$ cat config.mk
export PLATFORM = sky130hd
export DESIGN_NAME = mem_line_reader_flat
export DESIGN_NICKNAME = d
export VERILOG_FILES = /design/src/rtl/mem_line_reader_if.sv /design/src/rtl/mem_line_reader.sv /design/src/flat_wrapper.sv
export SDC_FILE = /design/constraint.sdc
export NUM_CORES = 1
export LEC_CHECK = 0
export CORE_MARGIN = 4
export CORE_UTILIZATION = 40
export CTS_CLUSTER_SIZE = 40
export DETAILED_ROUTE_END_ITERATION = 6
export GPL_ROUTABILITY_DRIVEN = 0
export HOLD_SLACK_MARGIN = 0.1
export SETUP_SLACK_MARGIN = 0.3
export SLEW_MARGIN = 40
export SYNTH_ARGS = -nofsm -noshare
export SYNTH_HDL_FRONTEND = slang
export SYNTH_SLANG_ARGS = --single-unit
$ cat constraint.sdc
create_clock -name clk -period 8.8 [get_ports clk]
set_input_delay 1.32 -clock clk [delete_from_list [all_inputs] [get_ports clk]]
set_output_delay 1.32 -clock clk [all_outputs]
set_load 0.05 [all_outputs]
$ cat src/rtl/mem_line_reader_if.sv
// rtl/mem_line_reader_if.sv - read-port and output-stream signal bundle for mem_line_reader
interface mem_line_reader_if #(
  parameter int ADDR_W = 20,
  parameter int DATA_W = 32
);
  logic [ADDR_W-1:0] read_addr;
  logic              read;
  logic [DATA_W-1:0] iData;
  logic              waitrequest;
  logic [DATA_W-1:0] out_data;
  logic              out_valid;
  logic              out_ready;

  modport master (
    output read_addr, read, out_data, out_valid,
    input  iData, waitrequest, out_ready
  );

  modport slave (
    input  read_addr, read, out_data, out_valid,
    output iData, waitrequest, out_ready
  );
endinterface

$ cat src/rtl/mem_line_reader.sv
// rtl/mem_line_reader.sv - sequential word reader feeding a show-ahead FIFO stream
module mem_line_reader #(
  parameter int ADDR_W          = 20,
  parameter int DATA_W          = 32,
  parameter int CNT_W           = 16,
  parameter int ADDR_STRIDE     = 4,
  parameter int FIFO_DEPTH      = 8,
  parameter int FIFO_DEPTH_LOG2 = 3
) (
  input  logic                     clk,
  input  logic                     reset,
  input  logic                     start,
  input  logic [ADDR_W-1:0]        base_addr,
  input  logic [CNT_W-1:0]         word_count,
  output logic                     busy,
  output logic                     done,
  output logic [FIFO_DEPTH_LOG2:0] fifo_level,
  mem_line_reader_if.master        bus
);

  typedef enum logic [1:0] {S_IDLE, S_READ, S_DRAIN, S_FINISH} state_t;

  state_t                     state_q, state_d;
  logic [ADDR_W-1:0]          addr_q, addr_d;
  logic [CNT_W-1:0]           remaining_q, remaining_d;
  logic [FIFO_DEPTH_LOG2-1:0] wr_ptr_q, rd_ptr_q;
  logic [FIFO_DEPTH_LOG2:0]   level_q, level_d;
  logic [DATA_W-1:0]          mem_q [FIFO_DEPTH];

  logic fifo_full, fifo_empty, rd_req, acc, pop;

  assign fifo_full  = (level_q == (FIFO_DEPTH_LOG2+1)'(FIFO_DEPTH));
  assign fifo_empty = (level_q == '0);

  // read depends only on registered state, so it cannot change while a read is held
  assign rd_req = (state_q == S_READ) && !fifo_full;
  assign acc    = rd_req && !bus.waitrequest;
  assign pop    = !fifo_empty && bus.out_ready;

  assign bus.read      = rd_req;
  assign bus.read_addr = addr_q;
  assign bus.out_data  = mem_q[rd_ptr_q];
  assign bus.out_valid = !fifo_empty;
  assign fifo_level    = level_q;
  assign busy          = (state_q == S_READ) || (state_q == S_DRAIN);
  assign done          = (state_q == S_FINISH);

  always_comb begin
    state_d     = state_q;
    addr_d      = addr_q;
    remaining_d = remaining_q;
    level_d     = level_q + (FIFO_DEPTH_LOG2+1)'(acc) - (FIFO_DEPTH_LOG2+1)'(pop);
    case (state_q)
      S_IDLE: begin
        if (start) begin
          if (word_count != '0) begin
            addr_d      = base_addr;
            remaining_d = word_count;
            state_d     = S_READ;
          end else begin
            state_d = S_FINISH;
          end
        end
      end
      S_READ: begin
        if (acc) begin
          addr_d      = addr_q + ADDR_W'(ADDR_STRIDE);
          remaining_d = remaining_q - CNT_W'(1);
          if (remaining_q == CNT_W'(1)) state_d = S_DRAIN;
        end
      end
      S_DRAIN: begin
        if (fifo_empty || (level_q == (FIFO_DEPTH_LOG2+1)'(1) && pop)) state_d = S_FINISH;
      end
      default: state_d = S_IDLE;
    endcase
  end

  always_ff @(posedge clk) begin
    if (reset) begin
      state_q     <= S_IDLE;
      addr_q      <= '0;
      remaining_q <= '0;
      wr_ptr_q    <= '0;
      rd_ptr_q    <= '0;
      level_q     <= '0;
    end else begin
      state_q     <= state_d;
      addr_q      <= addr_d;
      remaining_q <= remaining_d;
      level_q     <= level_d;
      if (acc) wr_ptr_q <= wr_ptr_q + 1'b1;
      if (pop) rd_ptr_q <= rd_ptr_q + 1'b1;
    end
  end

  // storage needs no reset: out_data is only meaningful while out_valid
  always_ff @(posedge clk) begin
    if (acc) mem_q[wr_ptr_q] <= bus.iData;
  end

endmodule

$ cat src/flat_wrapper.sv
// flat-port wrapper written by rule: the top's interface ports become plain ports
module mem_line_reader_flat 
#(
  parameter int ADDR_W          = 20,
  parameter int DATA_W          = 32,
  parameter int CNT_W           = 16,
  parameter int ADDR_STRIDE     = 4,
  parameter int FIFO_DEPTH      = 8,
  parameter int FIFO_DEPTH_LOG2 = 3
)
  (clk, reset, start, base_addr, word_count, busy, done, fifo_level, bus_read_addr, bus_read, bus_out_data, bus_out_valid, bus_iData, bus_waitrequest, bus_out_ready);
  mem_line_reader_if #(.ADDR_W(ADDR_W), .DATA_W(DATA_W)) bus_i ();
  input  logic clk;
  input  logic reset;
  input  logic start;
  input  logic [ADDR_W-1:0] base_addr;
  input  logic [CNT_W-1:0] word_count;
  output logic busy;
  output logic done;
  output logic [FIFO_DEPTH_LOG2:0] fifo_level;
  output wire logic [$bits(bus_i.read_addr)-1:0] bus_read_addr;
  output wire logic [$bits(bus_i.read)-1:0] bus_read;
  output wire logic [$bits(bus_i.out_data)-1:0] bus_out_data;
  output wire logic [$bits(bus_i.out_valid)-1:0] bus_out_valid;
  input wire logic [$bits(bus_i.iData)-1:0] bus_iData;
  input wire logic [$bits(bus_i.waitrequest)-1:0] bus_waitrequest;
  input wire logic [$bits(bus_i.out_ready)-1:0] bus_out_ready;
  assign bus_read_addr = bus_i.read_addr;
  assign bus_read = bus_i.read;
  assign bus_out_data = bus_i.out_data;
  assign bus_out_valid = bus_i.out_valid;
  assign bus_i.iData = bus_iData;
  assign bus_i.waitrequest = bus_waitrequest;
  assign bus_i.out_ready = bus_out_ready;
  mem_line_reader #(.ADDR_W(ADDR_W), .DATA_W(DATA_W), .CNT_W(CNT_W), .ADDR_STRIDE(ADDR_STRIDE), .FIFO_DEPTH(FIFO_DEPTH), .FIFO_DEPTH_LOG2(FIFO_DEPTH_LOG2)) u_core (.clk(clk), .reset(reset), .start(start), .base_addr(base_addr), .word_count(word_count), .busy(busy), .done(done), .fifo_level(fifo_level), .bus(bus_i));
endmodule
==> out/results.ini <==
[setup_path]
crit_buf_inv = 2
path_depth = 4
cp-endpoint = bus_out_data[25]
path_cells = buf_6 -> mux4_2 -> mux2_2 -> clkdlybuf4s50_1
worst_ep_arrival_time_ps = 3340
slowest_stage = clkdlybuf4s50_1
crit_family = buffers and inverters
crit_path_max_fanout = 45
regToRegStartpoint = u_core.state_q[1]
startpoint_type = flip-flop
cpPeakStageDelay_ps = 710
r2r_slack_ps = 5240
timing.rr.end = u_core.mem_q[4][29]
r2r_cells = 7
crit_type = flip-flop to output port
cp-end-kind = output port
required_ps = 7480

[cts]
clk_pin_slew_ps = 60
insertion_delay_ps = 510
cts_hold_buf = 0
cts_tree = yes
cts_buffer_depth = 3
cts-buffers-inserted = 34
cts_root_buf = clkbuf_16
cts_resized = 0
cts_max_level = 2
postCtsSetupBuffers = 0
clock_sinks = 307

[layout]
antenna_cells = 0
syn_to_final_growth_pct = 23.3
drive_gt1_share_pct = 20.3
final_cell_mix = 256 x edfxtp_1, 131 x clkdlybuf4s50_1, 64 x mux4_2
nets = 1005
final_common_cell = edfxtp_1
final_util_pct = 49.9
postLayoutCellArea_um2 = 15700

[synthesis]
synth_cell_types = 54
avgSynthCellArea_um2 = 16.4
synth_area_um2 = 12700
seq_area_frac_synth_pct = 68.3
synth_ff_type = edfxtp_1
ys_seq_elements = 307
async_flop_share_pct = 0
synth_edf_count = 256
ys.warnings.count = 0
postSynthCellCount = 775
synth_nets = 864

[placement]
io_buffers = 132
hpwlAfterDp_um = 16200
place_area_um2 = 14600

[timing]
tightest_slew_ps = 776
maxSlewViolCount = 0
rsz0062_at_grt = no
finClkSkew_ps = 22.4
max_slew_margin_pct = 48.2
min_period_ps = 4660
timing.hold.ws_ps = 487
tns_ps = 0
finalSetupViolCount = 0
final.period_utilization_pct = 53.0
hold_viol_final = 0
fmax_ghz = 0.215

[detailed_routing]
first_pass_iters = 4
drtIter0Drc = 402
met1_length_um = 12300
dr.max_layer_used = met5
wl_met3_um = 1400
wl_um = 27400
wl_per_cell_um = 20.4
num_vias = 7258
viasPerCell = 5.40
drtAntennaViolNets = 0
routed-wl-met2_um = 13200
drcViolationCount = 0

[pwr]
power.total_w = 0.00490
peakVddDrop_mv = 0.176
powerDensity_nw_per_um2 = 312
power.leakage_nw = 4.99

[floorplan]
top_level_ports = 133
die_w_um = 187
fp.dieH_um = 187
row_count = 65
die-area_um2 = 34800
core_um2 = 31500
start_util_pct = 40.5

[grt]
grtUsageTotal_pct = 15.7
grt_overflow = 0
grt_pass1_wl_um = 43500
antenna_found_initial = 1
grt_pass1_vias = 7633
grt_max_degree = 65

[outcome]
outcome = finished, final reports clean

[min_path]
hold_class = flip-flop to flip-flop

[run]
maxCapViolCount = 0

## stage by stage
step / cells / setup slack [ps]
CTS: 1344 / 4040
detailed placement: 1282 / 4520
global route: 1344 / 3880
finish: 1344 / 4140
floorplan: 775 / 4060
global placement: 1282 / 4310
## cell usage after synthesis (all sizes together) (2+ instances only)
cell type,number,share of area (%)
mux2i,7,0.55
o32a,2,0.16
o32ai,11,0.76
mux4,64,11
a211oi,3,0.18
a21oi,51,2.0
a31oi,4,0.20
xor2,3,0.21
edfxtp,256,60
or4,6,0.35
inv,18,0.53
ha,15,1.5
nand2,22,0.65
and2,4,0.20
and3,7,0.34
mux2,35,3.1
o2bb2ai,3,0.21
a221oi,2,0.14
clkbuf,23,0.68
nand4,7,0.34
nor3b,5,0.33
nor4b,2,0.14
buf,21,0.78
and4,2,0.14
o21a,3,0.19
nor3,22,0.98
nor4,7,0.46
nand2b,19,0.93
nor2b,12,0.59
nor2,30,0.88
o21ai,34,1.4
xnor2,2,0.14
nand3,5,0.24
dfxtp,51,8.0
nand3b,3,0.18
or3,4,0.20
## cells by family (layout without fill, tap and decap cells)
group | after synthesis | after routing | synth area share (%)
AO/OA/AOI/OAI | 120 | 120 | 5.68
XOR/XNOR | 5 | 5 | 0.344
adder cells (fa/ha/maj) | 16 | 16 | 1.63
buffers and inverters | 62 | 229 | 1.98
flip-flops | 307 | 307 | 68.3
multiplexers | 106 | 106 | 15.0
AND/OR/NAND/NOR | 159 | 159 | 7.09
## registers in the layout, summed over array words and instances, names as in the netlist, named ones only
register,count
u_core.state_q,2
u_core.wr_ptr_q,3
u_core.mem_q,256
u_core.rd_ptr_q,3
u_core.remaining_q,16
u_core.bus.read_addr,20
u_core.fifo_level,4
## power breakdown
part	switching (W)	total, W	internal, W	leakage (nW)
combinational	0.000989	0.00168	0.000692	1.72
sequential	0.000133	0.00182	0.00169	2.72
clock	0.000566	0.00139	0.000828	0.547
## metal layers
metal | up-vias | GRT usage, %
met1 | 3694 | 21.6
li1 | 3361 | -
met3 | 38 | 3.61
met4 | 2 | 3.81
met2 | 163 | 25.8
met5 | - | 0
## worst min path at each step
stage	endpoint	slack (ps)	start	cells past startpoint
6_report	u_core.remaining_q[15]	490	u_core.remaining_q[15]	2
5_1_grt	u_core.remaining_q[8]	520	u_core.remaining_q[8]	2
4_1_cts	u_core.bus.read_addr[19]	490	u_core.bus.read_addr[19]	2
3_5_place_dp	u_core.remaining_q[15]	480	u_core.remaining_q[15]	2
3_3_place_gp	u_core.remaining_q[15]	470	u_core.remaining_q[15]	2
2_1_floorplan	u_core.remaining_q[15]	450	u_core.remaining_q[15]	2
## tightest hold or removal path: stages (launching register included)
cell and delay (ps):
dfxtp_1 310, o21ai_0 70, a21oi_1 60
## final cells by class
cell class	count	area, um2
Timing Repair Buffer	149	1450
Fill cell	2618	15800
Clock inverter	20	215
Inverter	18	67.6
Tap cell	402	503
Multi-Input combinational cell	406	3850
Sequential cell	307	8720
Clock buffer	42	902
No activity file was read; power rests on OpenSTA's default activity.
